`src/rtl/ps2_pkg.sv`:
```
// ============================================================================
// Module  : ps2_pkg
// Brief   : Shared types and constants for the PS/2 mouse receiver.
// Revision: 1.0
// ============================================================================
`default_nettype none

package ps2_pkg;

    typedef enum logic [1:0] {
        IDLE   = 2'd0,
        DATA   = 2'd1,
        PARITY = 2'd2,
        STOP   = 2'd3
    } ps2_state_t;

    typedef struct packed {
        logic [8:0] dx;
        logic [8:0] dy;
        logic       btn_left;
        logic       btn_right;
        logic       btn_middle;
        logic       x_ovf;
        logic       y_ovf;
    } ps2_pkt_t;

    localparam int PS2_BTN_L_BIT = 0;
    localparam int PS2_BTN_R_BIT = 1;
    localparam int PS2_BTN_M_BIT = 2;
    localparam int PS2_SYNC_BIT  = 3;
    localparam int PS2_XSIGN_BIT = 4;
    localparam int PS2_YSIGN_BIT = 5;
    localparam int PS2_XOVF_BIT  = 6;
    localparam int PS2_YOVF_BIT  = 7;

    function automatic int unsigned us_to_cycles(input int unsigned clk_hz,
                                                 input int unsigned us);
        return (clk_hz / 1_000_000) * us;
    endfunction

endpackage

`default_nettype wire

```
`src/rtl/ps2_rx_byte.sv`:
```
// ============================================================================
// Module  : ps2_rx_byte
// Brief   : PS/2 line synchronizer, falling-edge detect and 11-bit frame FSM.
// Revision: 1.0
// ============================================================================
`default_nettype none

module ps2_rx_byte
    import ps2_pkg::*;
#(
    parameter int unsigned CLK_FREQ_HZ    = 100_000_000,
    parameter int unsigned BIT_TIMEOUT_US = 200,
    parameter int unsigned SYNC_STAGES    = 2
) (
    input  logic       clk_in,
    input  logic       rst_in,
    input  logic       ps2_clk_i,
    input  logic       ps2_data_i,
    output logic       byte_valid_o,
    output logic [7:0] byte_data_o,
    output logic       frame_err_o
);

    localparam int unsigned BIT_TO_CYC = us_to_cycles(CLK_FREQ_HZ, BIT_TIMEOUT_US);
    localparam int unsigned BIT_CW     = $clog2(BIT_TO_CYC + 1);

    logic [SYNC_STAGES-1:0] clk_sync_q;
    logic [SYNC_STAGES-1:0] data_sync_q;
    logic                   clk_prev_q;

    ps2_state_t  state_q, state_d;
    logic [7:0]  shift_q, shift_d;
    logic [2:0]  bitcnt_q, bitcnt_d;
    logic        par_q, par_d;
    logic [BIT_CW-1:0] tmo_q, tmo_d;

    logic w_fall;
    logic w_data;
    logic w_timeout;
    logic w_stop_ok;

    assign w_fall    = clk_prev_q & ~clk_sync_q[SYNC_STAGES-1];
    assign w_data    = data_sync_q[SYNC_STAGES-1];
    assign w_timeout = (state_q != IDLE) && !w_fall
                       && (tmo_q == BIT_CW'(BIT_TO_CYC - 1));

    // Lines idle high, so the synchronizers reset to 1 to avoid a false edge.
    always_ff @(posedge clk_in) begin
        if (rst_in) begin
            clk_sync_q  <= '1;
            data_sync_q <= '1;
            clk_prev_q  <= 1'b1;
        end else begin
            clk_sync_q  <= {clk_sync_q[SYNC_STAGES-2:0], ps2_clk_i};
            data_sync_q <= {data_sync_q[SYNC_STAGES-2:0], ps2_data_i};
            clk_prev_q  <= clk_sync_q[SYNC_STAGES-1];
        end
    end

    always_ff @(posedge clk_in) begin
        if (rst_in) begin
            state_q <= IDLE;
        end else begin
            state_q <= state_d;
        end
    end

    always_comb begin
        state_d = state_q;
        if (w_timeout) begin
            state_d = IDLE;
        end else if (w_fall) begin
            case (state_q)
                IDLE:    if (!w_data) state_d = DATA;
                DATA:    if (bitcnt_q == 3'd7) state_d = PARITY;
                PARITY:  state_d = STOP;
                STOP:    state_d = IDLE;
                default: state_d = IDLE;
            endcase
        end
    end

    always_comb begin
        shift_d  = shift_q;
        bitcnt_d = bitcnt_q;
        par_d    = par_q;
        if (w_fall) begin
            case (state_q)
                IDLE:   bitcnt_d = 3'd0;
                DATA: begin
                    shift_d  = {w_data, shift_q[7:1]};
                    bitcnt_d = bitcnt_q + 3'd1;
                end
                PARITY: par_d = w_data;
                default: ;
            endcase
        end
        // Gap counter restarts on every edge and only runs inside a frame.
        if ((state_q == IDLE) || w_fall || w_timeout) begin
            tmo_d = '0;
        end else begin
            tmo_d = tmo_q + BIT_CW'(1);
        end
    end

    always_ff @(posedge clk_in) begin
        if (rst_in) begin
            shift_q  <= '0;
            bitcnt_q <= '0;
            par_q    <= 1'b0;
            tmo_q    <= '0;
        end else begin
            shift_q  <= shift_d;
            bitcnt_q <= bitcnt_d;
            par_q    <= par_d;
            tmo_q    <= tmo_d;
        end
    end

    always_comb begin
        w_stop_ok    = ((^shift_q) ^ par_q) & w_data;
        byte_valid_o = (state_q == STOP) && w_fall && w_stop_ok;
        frame_err_o  = w_timeout || ((state_q == STOP) && w_fall && !w_stop_ok);
        byte_data_o  = shift_q;
    end

endmodule

`default_nettype wire

```
`src/rtl/ps2_mouse_rx.sv`:
```
// ============================================================================
// Module  : ps2_mouse_rx
// Brief   : Assembles 3-byte PS/2 mouse packets into dx/dy/button outputs.
//           Define PS2_Y_SCREEN_EN to report dy in screen (down-positive) sense.
// Revision: 1.0
// ============================================================================
`default_nettype none

module ps2_mouse_rx
    import ps2_pkg::*;
#(
    parameter int unsigned CLK_FREQ_HZ    = 100_000_000,
    parameter int unsigned BIT_TIMEOUT_US = 200,
    parameter int unsigned PKT_TIMEOUT_US = 2000,
    parameter int unsigned SYNC_STAGES    = 2
) (
    input  logic       clk_in,
    input  logic       rst_in,
    input  logic       ps2_clk,
    input  logic       ps2_data,
    output logic       packet_valid,
    output logic [8:0] dx,
    output logic [8:0] dy,
    output logic       btn_left,
    output logic       btn_right,
    output logic       btn_middle,
    output logic       x_ovf,
    output logic       y_ovf,
    output logic       frame_err
);

    localparam int unsigned PKT_TO_CYC = us_to_cycles(CLK_FREQ_HZ, PKT_TIMEOUT_US);
    localparam int unsigned PKT_CW     = $clog2(PKT_TO_CYC + 1);

    logic       w_byte_valid;
    logic [7:0] w_byte;
    logic       w_byte_err;

    ps2_rx_byte #(
        .CLK_FREQ_HZ    (CLK_FREQ_HZ),
        .BIT_TIMEOUT_US (BIT_TIMEOUT_US),
        .SYNC_STAGES    (SYNC_STAGES)
    ) u_rx_byte (
        .clk_in       (clk_in),
        .rst_in       (rst_in),
        .ps2_clk_i    (ps2_clk),
        .ps2_data_i   (ps2_data),
        .byte_valid_o (w_byte_valid),
        .byte_data_o  (w_byte),
        .frame_err_o  (w_byte_err)
    );

    // Header byte minus its always-set sync bit: {yovf, xovf, ysign, xsign, m, r, l}.
    logic [1:0]        idx_q, idx_d;
    logic [6:0]        hdr_q, hdr_d;
    logic [7:0]        b1_q, b1_d;
    logic [PKT_CW-1:0] pcnt_q, pcnt_d;
    ps2_pkt_t          pkt_q, pkt_d;
    logic              pv_q, pv_d;
    logic              fe_q, fe_d;

    logic [6:0] w_hdr_new;
    logic [8:0] w_dy_raw;
    logic       w_pkt_tmo;
    ps2_pkt_t   w_pkt_new;

    assign w_hdr_new = {w_byte[PS2_YOVF_BIT], w_byte[PS2_XOVF_BIT],
                        w_byte[PS2_YSIGN_BIT], w_byte[PS2_XSIGN_BIT],
                        w_byte[PS2_BTN_M_BIT], w_byte[PS2_BTN_R_BIT],
                        w_byte[PS2_BTN_L_BIT]};
    assign w_dy_raw  = {hdr_q[4], w_byte};
    assign w_pkt_tmo = (idx_q != 2'd0) && !w_byte_valid && !w_byte_err
                       && (pcnt_q == PKT_CW'(PKT_TO_CYC - 1));

    always_comb begin
        w_pkt_new.dx         = {hdr_q[3], b1_q};
`ifdef PS2_Y_SCREEN_EN
        // -(-256) does not fit in 9 bits, so it clamps to the largest positive value.
        w_pkt_new.dy         = (w_dy_raw == 9'h100) ? 9'h0FF : (9'd0 - w_dy_raw);
`else
        w_pkt_new.dy         = w_dy_raw;
`endif
        w_pkt_new.btn_left   = hdr_q[0];
        w_pkt_new.btn_right  = hdr_q[1];
        w_pkt_new.btn_middle = hdr_q[2];
        w_pkt_new.x_ovf      = hdr_q[5];
        w_pkt_new.y_ovf      = hdr_q[6];
    end

    always_comb begin
        idx_d = idx_q;
        hdr_d = hdr_q;
        b1_d  = b1_q;
        pkt_d = pkt_q;
        pv_d  = 1'b0;
        fe_d  = w_byte_err;
        if (w_byte_err) begin
            idx_d = 2'd0;
        end else if (w_byte_valid) begin
            case (idx_q)
                2'd0: begin
                    // A header without the sync bit is dropped so the stream can realign.
                    if (w_byte[PS2_SYNC_BIT]) begin
                        hdr_d = w_hdr_new;
                        idx_d = 2'd1;
                    end
                end
                2'd1: begin
                    b1_d  = w_byte;
                    idx_d = 2'd2;
                end
                default: begin
                    idx_d = 2'd0;
                    pv_d  = 1'b1;
                    pkt_d = w_pkt_new;
                end
            endcase
        end else if (w_pkt_tmo) begin
            idx_d = 2'd0;
        end

        if ((idx_q == 2'd0) || w_byte_valid || w_byte_err || w_pkt_tmo) begin
            pcnt_d = '0;
        end else begin
            pcnt_d = pcnt_q + PKT_CW'(1);
        end
    end

    always_ff @(posedge clk_in) begin
        if (rst_in) begin
            idx_q  <= 2'd0;
            hdr_q  <= '0;
            b1_q   <= '0;
            pcnt_q <= '0;
            pkt_q  <= '0;
            pv_q   <= 1'b0;
            fe_q   <= 1'b0;
        end else begin
            idx_q  <= idx_d;
            hdr_q  <= hdr_d;
            b1_q   <= b1_d;
            pcnt_q <= pcnt_d;
            pkt_q  <= pkt_d;
            pv_q   <= pv_d;
            fe_q   <= fe_d;
        end
    end

    assign packet_valid = pv_q;
    assign frame_err    = fe_q;
    assign dx           = pkt_q.dx;
    assign dy           = pkt_q.dy;
    assign btn_left     = pkt_q.btn_left;
    assign btn_right    = pkt_q.btn_right;
    assign btn_middle   = pkt_q.btn_middle;
    assign x_ovf        = pkt_q.x_ovf;
    assign y_ovf        = pkt_q.y_ovf;

endmodule

`default_nettype wire

```
`config.mk`:
```
export PLATFORM = sky130hd
export DESIGN_NAME = ps2_mouse_rx
export DESIGN_NICKNAME = d
export VERILOG_FILES = /design/src/rtl/ps2_pkg.sv /design/src/rtl/ps2_rx_byte.sv /design/src/rtl/ps2_mouse_rx.sv
export SDC_FILE = /design/constraint.sdc
export NUM_CORES = 1
export LEC_CHECK = 0
export BUFFER_PORTS_ARGS = -buffer_cell sky130_fd_sc_hd__buf_4
export CORE_UTILIZATION = 35
export CTS_CLUSTER_SIZE = 16
export DETAILED_ROUTE_END_ITERATION = 12
export RECOVER_POWER = 100
export SYNTH_ARGS = -nofsm -noshare
export SYNTH_HDL_FRONTEND = slang
export SYNTH_SLANG_ARGS = --single-unit
```
`constraint.sdc`:
```
create_clock -name clk_in -period 1.97 [get_ports clk_in]
set_input_delay 0.0985 -clock clk_in [delete_from_list [all_inputs] [get_ports clk_in]]
set_output_delay 0.0985 -clock clk_in [all_outputs]
set_load 0.1 [all_outputs]
```
==> results of run 1 <==
==> logic make-up after synthesis <==
group                      after synthesis  share of synthesized area [%]
adders and majority gates                8                           2.50
xor gates and xnor gates                32                           7.70
AOI/OAI and AO/OA                       25                           3.85
DFF                                     94                           47.1
muxes                                   41                           10.4
and+or+nand+nor                        183                           24.9
buffers and inverters                   25                           3.57
==> through the flow <==
| stage | power (W) | worst slack (ns) | area (um^2) |
|---|---|---|---|
| finish | 0.00359 | -0.0216 | 4700 |
| global route | 0.00375 | -0.110 | 4700 |
| floorplan | 0.00199 | 0.0592 | 4000 |
| CTS | 0.00366 | -0.0481 | 4760 |
| detailed placement | 0.00200 | -0.0623 | 4440 |
| global placement | 0.00200 | 0.0123 | 4440 |
==> critical path, cell delays in order, from the launching register on <==
cell and delay, ns:
sky130_fd_sc_hd__dfxtp_2 0.33, sky130_fd_sc_hd__xor2_1 0.16, sky130_fd_sc_hd__xnor3_1 0.47, sky130_fd_sc_hd__mux2_4 0.36, sky130_fd_sc_hd__nor4b_4 0.23, sky130_fd_sc_hd__buf_6 0.19
sky130_fd_sc_hd__mux2i_1 0.19
==> state kept, by name (all words and copies together), names as in the netlist, 2 cells and up <==
register and cells:
b1_q 8, dx 9, dy 9, hdr_q 7, idx_q 2, pcnt_q 18
u_rx_byte.bitcnt_q 3, u_rx_byte.byte_data_o 8, u_rx_byte.clk_sync_q 2, u_rx_byte.data_sync_q 2, u_rx_byte.state_q 2, u_rx_byte.tmo_q 15
==> routing by layer <==
layer  wire length [um]  vias to the layer above  global-route usage, %
li1                   -                     1459                      -
met2               3120                       46                   20.2
met4                148                        0                   6.66
met1               3580                     1283                   16.7
met3                261                       12                   3.59
met5                  0                        -                      0
==> cell usage after synthesis, types with 2 or more instances <==
master	number	area (um^2)
sky130_fd_sc_hd__nand4_1	9	56.3
sky130_fd_sc_hd__xor2_1	15	131
sky130_fd_sc_hd__xnor2_1	15	131
sky130_fd_sc_hd__buf_4	2	15.0
sky130_fd_sc_hd__or2b_1	2	15.0
sky130_fd_sc_hd__nand2b_1	46	288
sky130_fd_sc_hd__o21ba_1	2	20.0
sky130_fd_sc_hd__nand2_1	32	120
sky130_fd_sc_hd__inv_1	8	30.0
sky130_fd_sc_hd__nand3_1	13	65.1
sky130_fd_sc_hd__and4_1	3	26.3
sky130_fd_sc_hd__or4bb_1	2	22.5
sky130_fd_sc_hd__and2_1	2	12.5
sky130_fd_sc_hd__nor4_1	2	12.5
sky130_fd_sc_hd__a22oi_1	2	15.0
sky130_fd_sc_hd__clkbuf_1	11	41.3
sky130_fd_sc_hd__o21ai_0	4	20.0
sky130_fd_sc_hd__nor3_1	4	20.0
sky130_fd_sc_hd__nor2_1	41	154
sky130_fd_sc_hd__nor2b_1	4	25.0
sky130_fd_sc_hd__ha_1	8	100
sky130_fd_sc_hd__or2_2	6	37.5
sky130_fd_sc_hd__a21oi_1	13	65.1
sky130_fd_sc_hd__buf_12	2	40.0
sky130_fd_sc_hd__mux2i_1	40	400
sky130_fd_sc_hd__nor4b_1	3	26.3
sky130_fd_sc_hd__o2111ai_1	2	17.5
sky130_fd_sc_hd__xnor3_1	2	45.0
sky130_fd_sc_hd__and3_1	5	31.3
sky130_fd_sc_hd__or3_1	3	18.8
sky130_fd_sc_hd__dfxtp_1	94	1880
==> layout make-up <==
type / count / share of cell area, %
Clock inverter: 5 / 0.692
Tap cell: 140 / 3.73
Multi-Input combinational cell: 289 / 42.4
Inverter: 8 / 0.639
Sequential cell: 94 / 40.2
Clock buffer: 11 / 5.38
Timing Repair Buffer: 49 / 6.95
==> timing repair <==
| item | CTS | global route |
|---|---|---|
| endpoints found under the setup margin | 13 | 22 |
| hold buffers | 2 | 0 |
| resized for setup | 4 | 7 |
| hold endpoints to repair | 2 | 0 |
| pin swaps | 3 | 3 |
==> worst paths after layout <==
path | to | slack [ns] | depth (start not counted)
hold reg to reg | u_rx_byte.clk_sync_q[1] | 0.41 | 1
hold / removal | u_rx_byte.bitcnt_q[2] | 0.21 | 2
setup reg to reg | hdr_q[0] | -0.02 | 6
setup / recovery | hdr_q[0] | -0.02 | 6
==> power by group <==
part | internal [W] | switching, W | leakage [nW]
registers | 0.00190 | 0.00000318 | 0.760
clock network | 0.000923 | 0.000706 | 0.146
logic | 0.0000261 | 0.0000253 | 0.744
==> cell usage in the layout (no fill, tap or decap), types with 5 or more instances in the layout <==
cell                        instances
sky130_fd_sc_hd__dfxtp_1           90
sky130_fd_sc_hd__nand2b_1          46
sky130_fd_sc_hd__nor2_1            41
sky130_fd_sc_hd__mux2i_1           40
sky130_fd_sc_hd__nand2_1           32
sky130_fd_sc_hd__xor2_1            15
sky130_fd_sc_hd__xnor2_1           14
sky130_fd_sc_hd__a21oi_1           13
sky130_fd_sc_hd__nand3_1           13
sky130_fd_sc_hd__buf_4             13
sky130_fd_sc_hd__clkbuf_2          12
sky130_fd_sc_hd__clkbuf_1          12
sky130_fd_sc_hd__nand4_1            9
sky130_fd_sc_hd__clkbuf_16          9
sky130_fd_sc_hd__inv_1              8
sky130_fd_sc_hd__ha_1               8
sky130_fd_sc_hd__or2_2              6
sky130_fd_sc_hd__and3_1             5
==> flow_results.org, run 1 <==
** Final layout
- After filler insertion, the fill cell instance count of the layout stands at 1,085.
- From synthesis to final layout, the design area changed by 17.5%.
- For this run, the post-layout net count is 463.
- Share of layout cells above drive strength 1 :: 14.0%
- Register cell area after layout :: 1890 um^2
- The repair_antennas step left the layout with diodes totalling 0.
- Finished Core Util :: 42.8%
- After the flow finishes, the layout carries non-filler instances totaling 596.
- Total area of multi-input combinational cells :: 1990 um^2

** Run
- Max Cap Viol :: 0

** Floorplan
- Die outline area :: 11,900 um^2
- The die is 109 um tall.
- Once the floorplan was initialized, standard cells occupied 36.4% of the core.
- Die Wd :: 109 um
- FP Rows :: 38
- After floorplanning, the core was sized to cover 11,000 um^2.
- During I/O placement, the number of pins put on the boundary was 29.

** Setup path
- For the worst setup path, the data arrival time is 2.26 ns.
- For the worst setup path, the data required time is 2.24 ns.
- The critical path in this run is classified as flip-flop to flip-flop.
- CP startpoint kind :: flip-flop
- The startpoint identified for the worst register-to-register timing path is u_rx_byte.byte_data_o[2].
- Launching element of the worst setup path :: u_rx_byte.byte_data_o[2]
- Category of the worst setup path capture point :: flip-flop
- Worst-path maximum fanout :: 8

** Synthesis
- Seq/Total Area, Yosys :: 47.1%
- Yosys cell types :: 42
- Mean instance size in the synthesized netlist :: 9.80 um^2
- Cells after Synth :: 408
- The synthesized netlist occupies a cell area of 4000 um^2.
- The synthesized design contains 0 enable-type register cells.
- Async S/R FF share, synth :: 0%
- During synthesis, Yosys emitted a total of 0 warnings.
- Synthesis inferred 94 register bits.
- Among all flip-flop cells after synthesis, the most frequent one is sky130_fd_sc_hd__dfxtp_1.
- Counting every net in the synthesized netlist gives 420.

** Clock tree
- Clock latency on the worst-skew pair, taken at its later pin, is 0.34 ns.
- Clk root buf :: sky130_fd_sc_hd__clkbuf_16
- The H-tree generated during clock tree synthesis spans 3 levels.
- In this run the deepest clock path goes through 2 buffers.
- After clock tree synthesis, the clock-pin slew on the worst setup and hold paths is 0.06 ns.
- TritonCTS Buffers :: 9
- CTS saw 94 sinks.
- TritonCTS built the clock tree.
- Post-CTS setup repair buffer count :: 0

** Detailed routing
- Detailed-route DRC error count :: 0
- After detailed routing, the total wire length is 7.12 mm.
- Summing over every cut layer, the via total after detailed routing is 2,800.
- The pre-antenna-repair detailed-routing pass consisted of 4 iterations.
- Wirelength per Cell :: 11.9 um
- Violation count after the first detailed-routing iteration :: 128
- The count of nets left with antenna violations once routing finished came out at 0.
- Vias per inst :: 4.70

** Place
- The count of buffers added on input and output ports is 28.
- The wire-length estimate of the detail-placed layout is 5.03 mm.
- Gpl congestion :: 0.738
- After detailed placement, the design holds a cell count of 578.

** STA
- Final hold analysis gives a worst-case slack of 0.211 ns.
- At the pin with the least slew margin, the transition time is 1.17 ns.
- Final Max Tran Viols :: 0
- Post-layout minimum cycle time :: 1.99 ns
- Static timing analysis puts the maximum clock frequency at 0.502 GHz.
- Setup repair after global routing missed its margin :: yes
- Slew margin rel. :: 22.1%
- Setup tns final :: -0.0766 ns
- Smallest setup slack after layout :: -0.0216 ns
- Worst clock skew :: 0.00733 ns
- The worst path uses 101% of the clock period.
- Endpoints failing hold :: 0
- Count of endpoints failing setup in the final report :: 7

** Global routing
- The via count of the first global-routing pass is 2,610.
- Number of antenna violations at the first check in global routing :: 0
- The total overflow left after global routing is 0.
- First-pass GRT wire length :: 11.9 mm
- Entering global routing, the biggest net connects 68 pins.
- Global routing consumed, over all layers together, 13.1% of the routing resources.

** Power and ir drop
- Static power due to leakage :: 1.65 nW
- IR analysis of the VDD net gives a maximum drop of 0.465 mV.
- Pwr/cell area :: 764 nW/um^2

** Hold path
- Startpoint of the most critical hold path :: rst_in
- The tightest min-delay check is of the input pin to flip-flop type.

** Outcome
- The final reports fail on setup timing.
- The run finished, with violations left.
(Power assumes the default switching activity.)
==> inputs of run 2 (changes only) <==
Settings changed: CORE_MARGIN set to 2, PLACE_DENSITY_LB_ADDON set to 0.05.
==> flow_results.org, run 2 (synthesized netlist as in run 1, its figures left out) <==
** Detailed routing
- Vias per inst :: 4.66 (-0.77%)
- The length of routed wiring on met1 is 3.99 mm (+11%).
- The violation count after the first detailed-route iteration is 110 (-14%).
- The residual antenna-violating net count after detailed routing is 0 (unchanged).
- The residual DRC count is 0 (unchanged).
- Wirelength per Cell :: 12.9 um (+7.7%)
- The aggregate routed wire length came to 7.68 mm (+7.9%).
- After detailed routing, no signal wire sits above met4.
- Via total after detailed routing :: 2,783 (-0.61%)
- Met3 wire len :: 248 um (-5.0%)
- The amount of wire on met2 after detailed routing came to 3.27 mm (+4.6%).
- Total iterations of the first detailed-routing run :: 4 (unchanged)

** Final layout
- Final design area excluding fillers :: 4660 um^2 (-0.77%)
- Relative area change from synthesis to final layout :: 16.6%
- The final antenna diode count was 0 (unchanged).
- The post-layout net count is 462 (-0.22%).
- Counting flops per register, the top entry is pcnt_q.
- Regs by FF count :: pcnt_q: 18 flops, u_rx_byte.tmo_q: 15 flops
- Leaving out fill and tap cells, the most frequent cells in the layout are sky130_fd_sc_hd__dfxtp_1, sky130_fd_sc_hd__nand2b_1, sky130_fd_sc_hd__nor2_1.
- Most common cell after layout, fill and taps aside :: sky130_fd_sc_hd__dfxtp_1
- Max FFs per register :: 18 (unchanged)
- Share of layout cells above drive strength 1 :: 11.0% (-3.0 points)

** Setup path
- Launch point of the worst reg-to-reg path :: u_rx_byte.byte_data_o[2]
- The data arrival time at the worst-slack endpoint is 2.25 ns (about the same).
- The required time reported for the critical path endpoint came to 2.24 ns (about the same).
- CP startpoint kind :: flip-flop
- Worst-path maximum fanout :: 8 (unchanged)
- Type of the worst setup path :: flip-flop to flip-flop
- Reg-to-reg setup timing slack :: -0.007 ns (about the same)
- STA classifies the critical path endpoint as a flip-flop.
- Reg2reg end :: hdr_q[5]
- The number of cells on the worst reg-to-reg path is 6 (unchanged).

** Place
- The post-placement worst setup slack came to -0.0746 ns (-0.0124 ns).
- The post-detailed-placement half-perimeter wirelength came to 5.40 mm (+7.4%).
- Instance area after placement :: 4460 um^2 (+0.48%)
- The number of port buffers was 28 (unchanged).
- The weighted congestion reported at the end of routability-driven placement was 0.724 (-1.9%).

** Global routing
- First-pass GRT wire length :: 13.1 mm (+10%)
- The pin count of the biggest net entering global routing came to 39 (-43%).
- Total track usage :: 13.3% (+0.20 points)
- The number of antenna violations at the first check in global routing came to 0 (unchanged).
- Total global routing overflow :: 0 (unchanged)
- Vias in the first global route :: 2,686 (+2.9%)

** STA
- The number of endpoints with negative hold slack in the final report was 0 (unchanged).
- The number of setup violations in the final report was 3 (-4).
- Final Max Tran Viols :: 0 (unchanged)
- Setup tns final :: -0.0151 ns (+0.0614 ns)
- The headroom to the max-slew limit came to 21.9% (-0.13 points).
- Tightest hold margin :: 0.148 ns (-0.0627 ns)
- The final worst setup slack was -0.00670 ns (+0.0149 ns).
- The peak clock frequency supported by timing was 0.506 GHz (+0.75%).
- The post-route clock skew is 0.00757 ns (+0.000240 ns).
- Setup repair after global routing could not meet its margin everywhere.
- The share of the clock period used by the worst path after layout came to 100% (-0.76 points).
- The shortest period the worst path allows is 1.98 ns (-0.0149 ns).
- Slew at the pin closest to its max-slew limit :: 1.18 ns (+0.00221 ns)

** Hold path
- Class of the tightest hold or removal check :: input pin to flip-flop
- Number of stages on the worst hold path :: 2 (unchanged)
- The worst hold path begins at rst_in.
- Worst Hold Endpoint :: u_rx_byte.bitcnt_q[2]

** Floorplan
- Die outline area :: 12,300 um^2 (+3.7%)
- The height of the die is 111 um (+1.8%).
- The standard-cell row count came to 39 (+2.6%).
- The number of top-level pins came to 29 (unchanged).
- Starting utilization of the core area :: 35.5% (-0.93 points)
- The placeable core region was 11,300 um^2 (+2.6%).
- Die Wd :: 111 um (+1.8%)

** Clock tree
- Insertion delay of the later-clocked pin in the worst-skew pair :: 0.34 ns (about the same)
- The total clock sinks was 94 (unchanged).
- The buffer levels on the longest clock path is 2 (unchanged).
- TritonCTS built the clock tree.
- The clock-pin slew on the worst setup and hold paths was 0.06 ns (about the same).
- TritonCTS Buffers :: 9 (unchanged)
- Clk root buf :: sky130_fd_sc_hd__clkbuf_16
- H-Tree Depth :: 3 (unchanged)

** Power and ir drop
- The leakage power figure came to 1.59 nW (-3.6%).
- Internal power component :: 0.00294 W (+3.0%)
- Sequential share of power :: 52.0% (-1.2 points)
- The switching component of the power is 0.000730 W (-0.56%).
- The combinational share of power came to 1.5% (about the same).
- The part of the power in the clock network is 46.5% (+1.1 points).
- Power Total :: 0.00367 W (+2.3%)
- Pwr/cell area :: 787 nW/um^2 (+3.1%)
- The switching part of the total power is 19.9% (-0.56 points).
- Largest voltage drop on the vdd net :: 0.465 mV (about the same)

** Outcome
- The run finished, with violations left.
- The checks that failed: setup timing.

** Run
- The number of maximum-capacitance violations came to 0 (unchanged).
run 2: cell types whose count changed in the layout (fill, tap and decap cells not counted), sizes merged:
cell / previous run / this run
buf: 20 / 16
bufinv: 0 / 1
clkbuf: 38 / 41
clkinv: 4 / 2
clkinvlp: 0 / 1
inv: 9 / 8
run 2: worst max path at each step:
stage                                        start  endpoint  slack (ns)  depth (start not counted)
after floorplan           u_rx_byte.byte_data_o[3]  hdr_q[0]        0.06                          6
after global placement                  pcnt_q[14]  idx_q[0]       -0.03                          5
after detailed placement                pcnt_q[16]  idx_q[0]       -0.07                          5
after CTS                 u_rx_byte.byte_data_o[2]  hdr_q[5]       -0.03                          6
after global routing      u_rx_byte.byte_data_o[2]  hdr_q[0]       -0.13                          6
final                     u_rx_byte.byte_data_o[2]  hdr_q[5]      -0.007                          6
run 2: worst max-delay path, stage by stage (launching register included):
cell and delay (ns):
sky130_fd_sc_hd__dfxtp_2 0.33, sky130_fd_sc_hd__xor2_1 0.14, sky130_fd_sc_hd__xnor3_2 0.47, sky130_fd_sc_hd__mux2_4 0.35
sky130_fd_sc_hd__nor4b_4 0.27, sky130_fd_sc_hd__buf_12 0.17, sky130_fd_sc_hd__mux2i_1 0.18
run 2: layer usage:
layer | GRT usage, % | vias up
met3 | 3.44 | 10
li1 | - | 1456
met5 | 0 | -
met4 | 6.75 | 0
met1 | 17.7 | 1281
met2 | 20.0 | 36
run 2: metrics by stage:
| stage | util (%) | std cells |
|---|---|---|
| floorplan | - | 408 |
| global route | 41.4 | 597 |
| detailed placement | 39.6 | 580 |
| CTS | 42.4 | 597 |
| global placement | 39.6 | 580 |
| finish | 41.4 | 597 |
run 2: what timing repair did:
action                                  CTS  global route
endpoints found under the hold margin     2             0
buffers inserted                          0             0
endpoints found under the setup margin   12            38
hold buffers                              2             0
resized for setup                         3             5
pin swaps                                 1             1
run 2: layout make-up:
class	count	area, um^2
tap	143	179
sequential	94	1890
inverter	8	30.0
timing repair buffer	48	288
multi-input combinational	289	1990
clock buffer	11	243
fill	1142	6610
clock inverter	4	47.5
run 2: power groups by stage:
stage / clock, W / combinational [W] / sequential (W)
2_1_floorplan: 0 / 0.0000383 / 0.00195
3_3_place_gp: 0 / 0.0000560 / 0.00195
3_5_place_dp: 0 / 0.0000554 / 0.00195
4_1_cts: 0.00178 / 0.0000587 / 0.00191
5_1_grt: 0.00186 / 0.0000605 / 0.00191
6_report: 0.00171 / 0.0000553 / 0.00191
==> inputs of run 3 (changes only) <==
Settings changed: ABC_AREA set to 1.
==> flow_results.org, run 3 <==
** Setup path
- Type of the worst setup path :: flip-flop to flip-flop
- The delay of the slowest cell on the worst path was 0.42 ns (-0.05 ns).
- Grouping stages by cell kind, the critical path spends the most delay in simple AND/OR/NAND/NOR gates.
- Worst-path maximum fanout :: 17 (+9)
- The required time reported for the critical path endpoint came to 2.25 ns (about the same).
- On the critical path, the stage with the largest delay is an instance of sky130_fd_sc_hd__dfxtp_1.
- Category of the worst setup path capture point :: flip-flop
- The worst setup path is launched from a flip-flop.
- Among the stages of the critical path, the cell type that occurs most often is sky130_fd_sc_hd__nand2_1.
- Worst path arrival time :: 2.08 ns (-0.17 ns)
- Series of cell instances along the critical path :: inv_1, nand2_1, nand2_1, nand2_1, nand3_1, nand3_2, nand4_4, nor2_4, buf_6, o21ai_0, nor2_1
- Critical path buffers and inverters :: 2 (+1)

** STA
- The final worst setup slack is 0.173 ns (+0.180 ns).
- The share of the clock period used by the worst path after layout is 91.2% (-9.1 points).
- Slew margin rel. :: 21.5% (-0.42 points)
- The final-report max-slew violation count is 0 (unchanged).
- Setup repair after global routing could not meet its margin everywhere.
- Worst clock skew :: 0.00814 ns (+0.000569 ns)
- The actual slew at the worst max-slew pin is 1.18 ns (+0.00634 ns).
- The number of setup violations in the final report is 0 (-3).
- Tightest hold margin :: 0.00555 ns (-0.143 ns)
- Post-layout minimum cycle time :: 1.80 ns (-0.180 ns)
- Peak clock frequency supported by timing :: 0.556 GHz (+10%)
- The number of endpoints with negative hold slack in the final report was 0 (unchanged).

** Place
- The post-detailed-placement half-perimeter wirelength came to 6.03 mm (+12%).
- Pre-CTS worst setup slack :: 0.0574 ns (+0.132 ns)
- The placed cell count was 714 (+23%).
- The number of port buffers was 28 (unchanged).
- The weighted congestion reported at the end of routability-driven placement was 0.795 (+9.9%).

** Global routing
- Vias in the first global route :: 3,237 (+21%)
- The pin count of the biggest net entering global routing was 48 (+23%).
- The overall overflow remaining after global route is 0 (unchanged).
- Total track usage :: 15.0% (+1.7 points)
- First-pass GRT wire length :: 14.8 mm (+14%)
- The number of antenna violations at the first check in global routing was 0 (unchanged).

** Detailed routing
- Wirelength per Cell :: 11.6 um (-9.6%)
- Post-DRT Antenna Nets :: 0 (unchanged)
- The total via count in the routed design was 3,380 (+21%).
- The aggregate routed wire length is 8.53 mm (+11%).
- The detailed-router iteration count before antenna repair was 4 (unchanged).
- The residual DRC count is 0 (unchanged).
- The violation count after the first detailed-route iteration is 145 (+32%).
- Vias per inst :: 4.60 (-1.2%)

** Final layout
- Final nets :: 598 (+29%)
- Fillers :: 1,187 (+3.9%)
- Share of layout cells above drive strength 1 :: 11.2% (+0.15 points)
- The top cell types in the final layout, fill and taps aside, are sky130_fd_sc_hd__nor2_1, sky130_fd_sc_hd__dfxtp_1, sky130_fd_sc_hd__nand2_1.
- Register with the most flip-flops :: pcnt_q
- The number of cells in the finished layout apart from fillers was 734 (+23%).
- # diodes :: 0 (unchanged)
- The largest registers in the layout are pcnt_q: 18 flops, u_rx_byte.tmo_q: 15 flops.
- Total area of multi-input combinational cells :: 1790 um^2 (-10%)
- Register cell area after layout :: 1890 um^2 (unchanged)
- The area growth from synthesis to layout is 19.4%.
- The library cell used most frequently in the layout, excluding fill and tap cells, is sky130_fd_sc_hd__nor2_1.
- The number of flip-flops under the largest register name came to 18 (unchanged).

** Power and ir drop
- The leakage power figure came to 2.03 nW (+28%).
- Largest voltage drop on the vdd net :: 0.495 mV (+6.4%)
- The ratio of total power to cell area came to 854 nW/um^2 (+8.4%).

** Floorplan
- The effective utilization at floorplan is 35.5% (about the same).
- Die Wd :: 111 um (about the same)
- The height of the die was 111 um (about the same).
- FP Rows :: 39 (unchanged)
- The placeable core region came to 11,300 um^2 (unchanged).
- The number of top-level pins is 29 (unchanged).
- The die footprint came to 12,300 um^2 (about the same).

** Clock tree
- The clock insertion delay at the later pin of the skew report was 0.35 ns (about the same).
- The total clock sinks was 94 (unchanged).
- Clock tree synthesis selected as its root buffer the cell sky130_fd_sc_hd__clkbuf_16.
- TritonCTS built the clock tree.
- The number of levels in the clock H-tree came to 3 (unchanged).
- The buffer levels on the longest clock path was 2 (unchanged).
- Clock slew seen by the registers of the worst setup and hold paths :: 0.06 ns (about the same)
- TritonCTS Buffers :: 9 (unchanged)

** Synthesis
- Among all flip-flop cells after synthesis, the most frequent one is sky130_fd_sc_hd__dfxtp_1.
- The average footprint of a synthesized cell came to 7.43 um^2 (-24%).
- Most used standard cells in the synthesized netlist :: sky130_fd_sc_hd__nor2_1, sky130_fd_sc_hd__dfxtp_1, sky130_fd_sc_hd__nand2_1, sky130_fd_sc_hd__inv_1, sky130_fd_sc_hd__o21ai_0
- Area share of the largest cell type after synthesis :: 47.1% (about the same)
- Count of state elements after synthesis :: 94 (unchanged)
- The largest total area in the synthesized netlist belongs to sky130_fd_sc_hd__dfxtp_1.
- The number of cells produced by synthesis was 538 (+32%).
- Async S/R FF share, synth :: 0% (unchanged)
- The number of warnings reported in the yosys synthesis log is 0 (unchanged).
- Among all cell types in the netlist, the one instantiated most often is sky130_fd_sc_hd__nor2_1.
- Main area contributors after synthesis :: sky130_fd_sc_hd__dfxtp_1, sky130_fd_sc_hd__nor2_1, sky130_fd_sc_hd__nand2_1, sky130_fd_sc_hd__inv_1, sky130_fd_sc_hd__o21ai_0
- The number of synthesized flops with an enable pin is 0 (unchanged).
- The number of distinct standard cells referenced by the synthesized netlist came to 31 (-26%).
- The number of nets in the synthesized netlist came to 550 (+31%).
- Seq/Total Area, Yosys :: 47.1% (about the same)
- The total standard cell area after synthesis was 4000 um^2 (about the same).

** Hold path
- Class of the tightest hold or removal check :: input pin to flip-flop

** Run
- Max Cap Viol :: 0 (unchanged)

** Outcome
- Run status :: complete, no violations
## run 3: worst reg2reg max path, stage by stage (launching register included)
cell and delay [ns]:
sky130_fd_sc_hd__dfxtp_1 0.42, sky130_fd_sc_hd__inv_1 0.13, sky130_fd_sc_hd__nand2_1 0.08, sky130_fd_sc_hd__nand2_1 0.06, sky130_fd_sc_hd__nand2_1 0.06, sky130_fd_sc_hd__nand3_1 0.11, sky130_fd_sc_hd__nand3_2 0.13, sky130_fd_sc_hd__nand4_4 0.14
sky130_fd_sc_hd__nor2_4 0.19, sky130_fd_sc_hd__buf_6 0.20, sky130_fd_sc_hd__o21ai_0 0.09, sky130_fd_sc_hd__nor2_1 0.12
## run 3: layout make-up
cell class | instances | area share [%]
Clock inverter | 6 | 2.80
Multi-Input combinational cell | 358 | 37.5
Inverter | 73 | 5.85
Clock buffer | 10 | 4.80
Sequential cell | 94 | 39.5
Timing Repair Buffer | 50 | 5.82
Tap cell | 143 | 3.75
## run 3: cell families (layout without fill, tap and decap cells)
logic type	count (synthesis)	after routing	synth area share [%]
xor+xnor	11	11	2.41
buf+inv	86	139	8.67
compound gates	89	89	11.3
fa+ha+maj	8	8	2.50
simple gates	250	250	28.0
flops	94	94	47.1
## run 3: repair_timing
item,CTS,global route
buffers inserted,0,2
resized for setup,0,13
endpoints found under the setup margin,0,52
hold endpoints to repair,2,0
hold buffers,2,0
## run 3: where the power goes
part	switching, W	leakage, nW	internal, W
Combinational	0.0000339	1.10	0.0000210
Clock	0.000742	0.177	0.00137
Sequential	0.00000393	0.759	0.00190
Total	0.000780	2.03	0.00329
## run 3: worst paths after layout
kind	from	endpoint	cells after the start	slack, ns
setup / recovery	u_rx_byte.byte_data_o[5]	dy[5]	11	0.17
hold / removal	rst_in	u_rx_byte.bitcnt_q[1]	2	0.006
setup reg to reg	u_rx_byte.byte_data_o[5]	dy[5]	11	0.17
hold reg to reg	u_rx_byte.clk_sync_q[0]	u_rx_byte.clk_sync_q[1]	1	0.41
## run 3: routing by layer
layer	global-route usage [%]	vias to the layer above	part of all wire, %
met2	24.5	35	46
li1	-	1813	-
met4	9.08	0	3.3
met5	0	-	0
met3	3.50	16	2.7
met1	17.9	1516	48
## run 3: through the flow
| stage | total power [W] | instance area, um^2 | util [%] | setup TNS (ns) |
|---|---|---|---|---|
| after floorplan | 0.00199 | 4000 | - | 0 |
| after global placement | 0.00201 | 4450 | 39.5 | 0 |
| after detailed placement | 0.00201 | 4450 | 39.5 | 0 |
| after CTS | 0.00415 | 4830 | 42.9 | 0 |
| after global routing | 0.00423 | 4770 | 42.3 | -0.000796 |
| final | 0.00407 | 4770 | 42.3 | 0 |
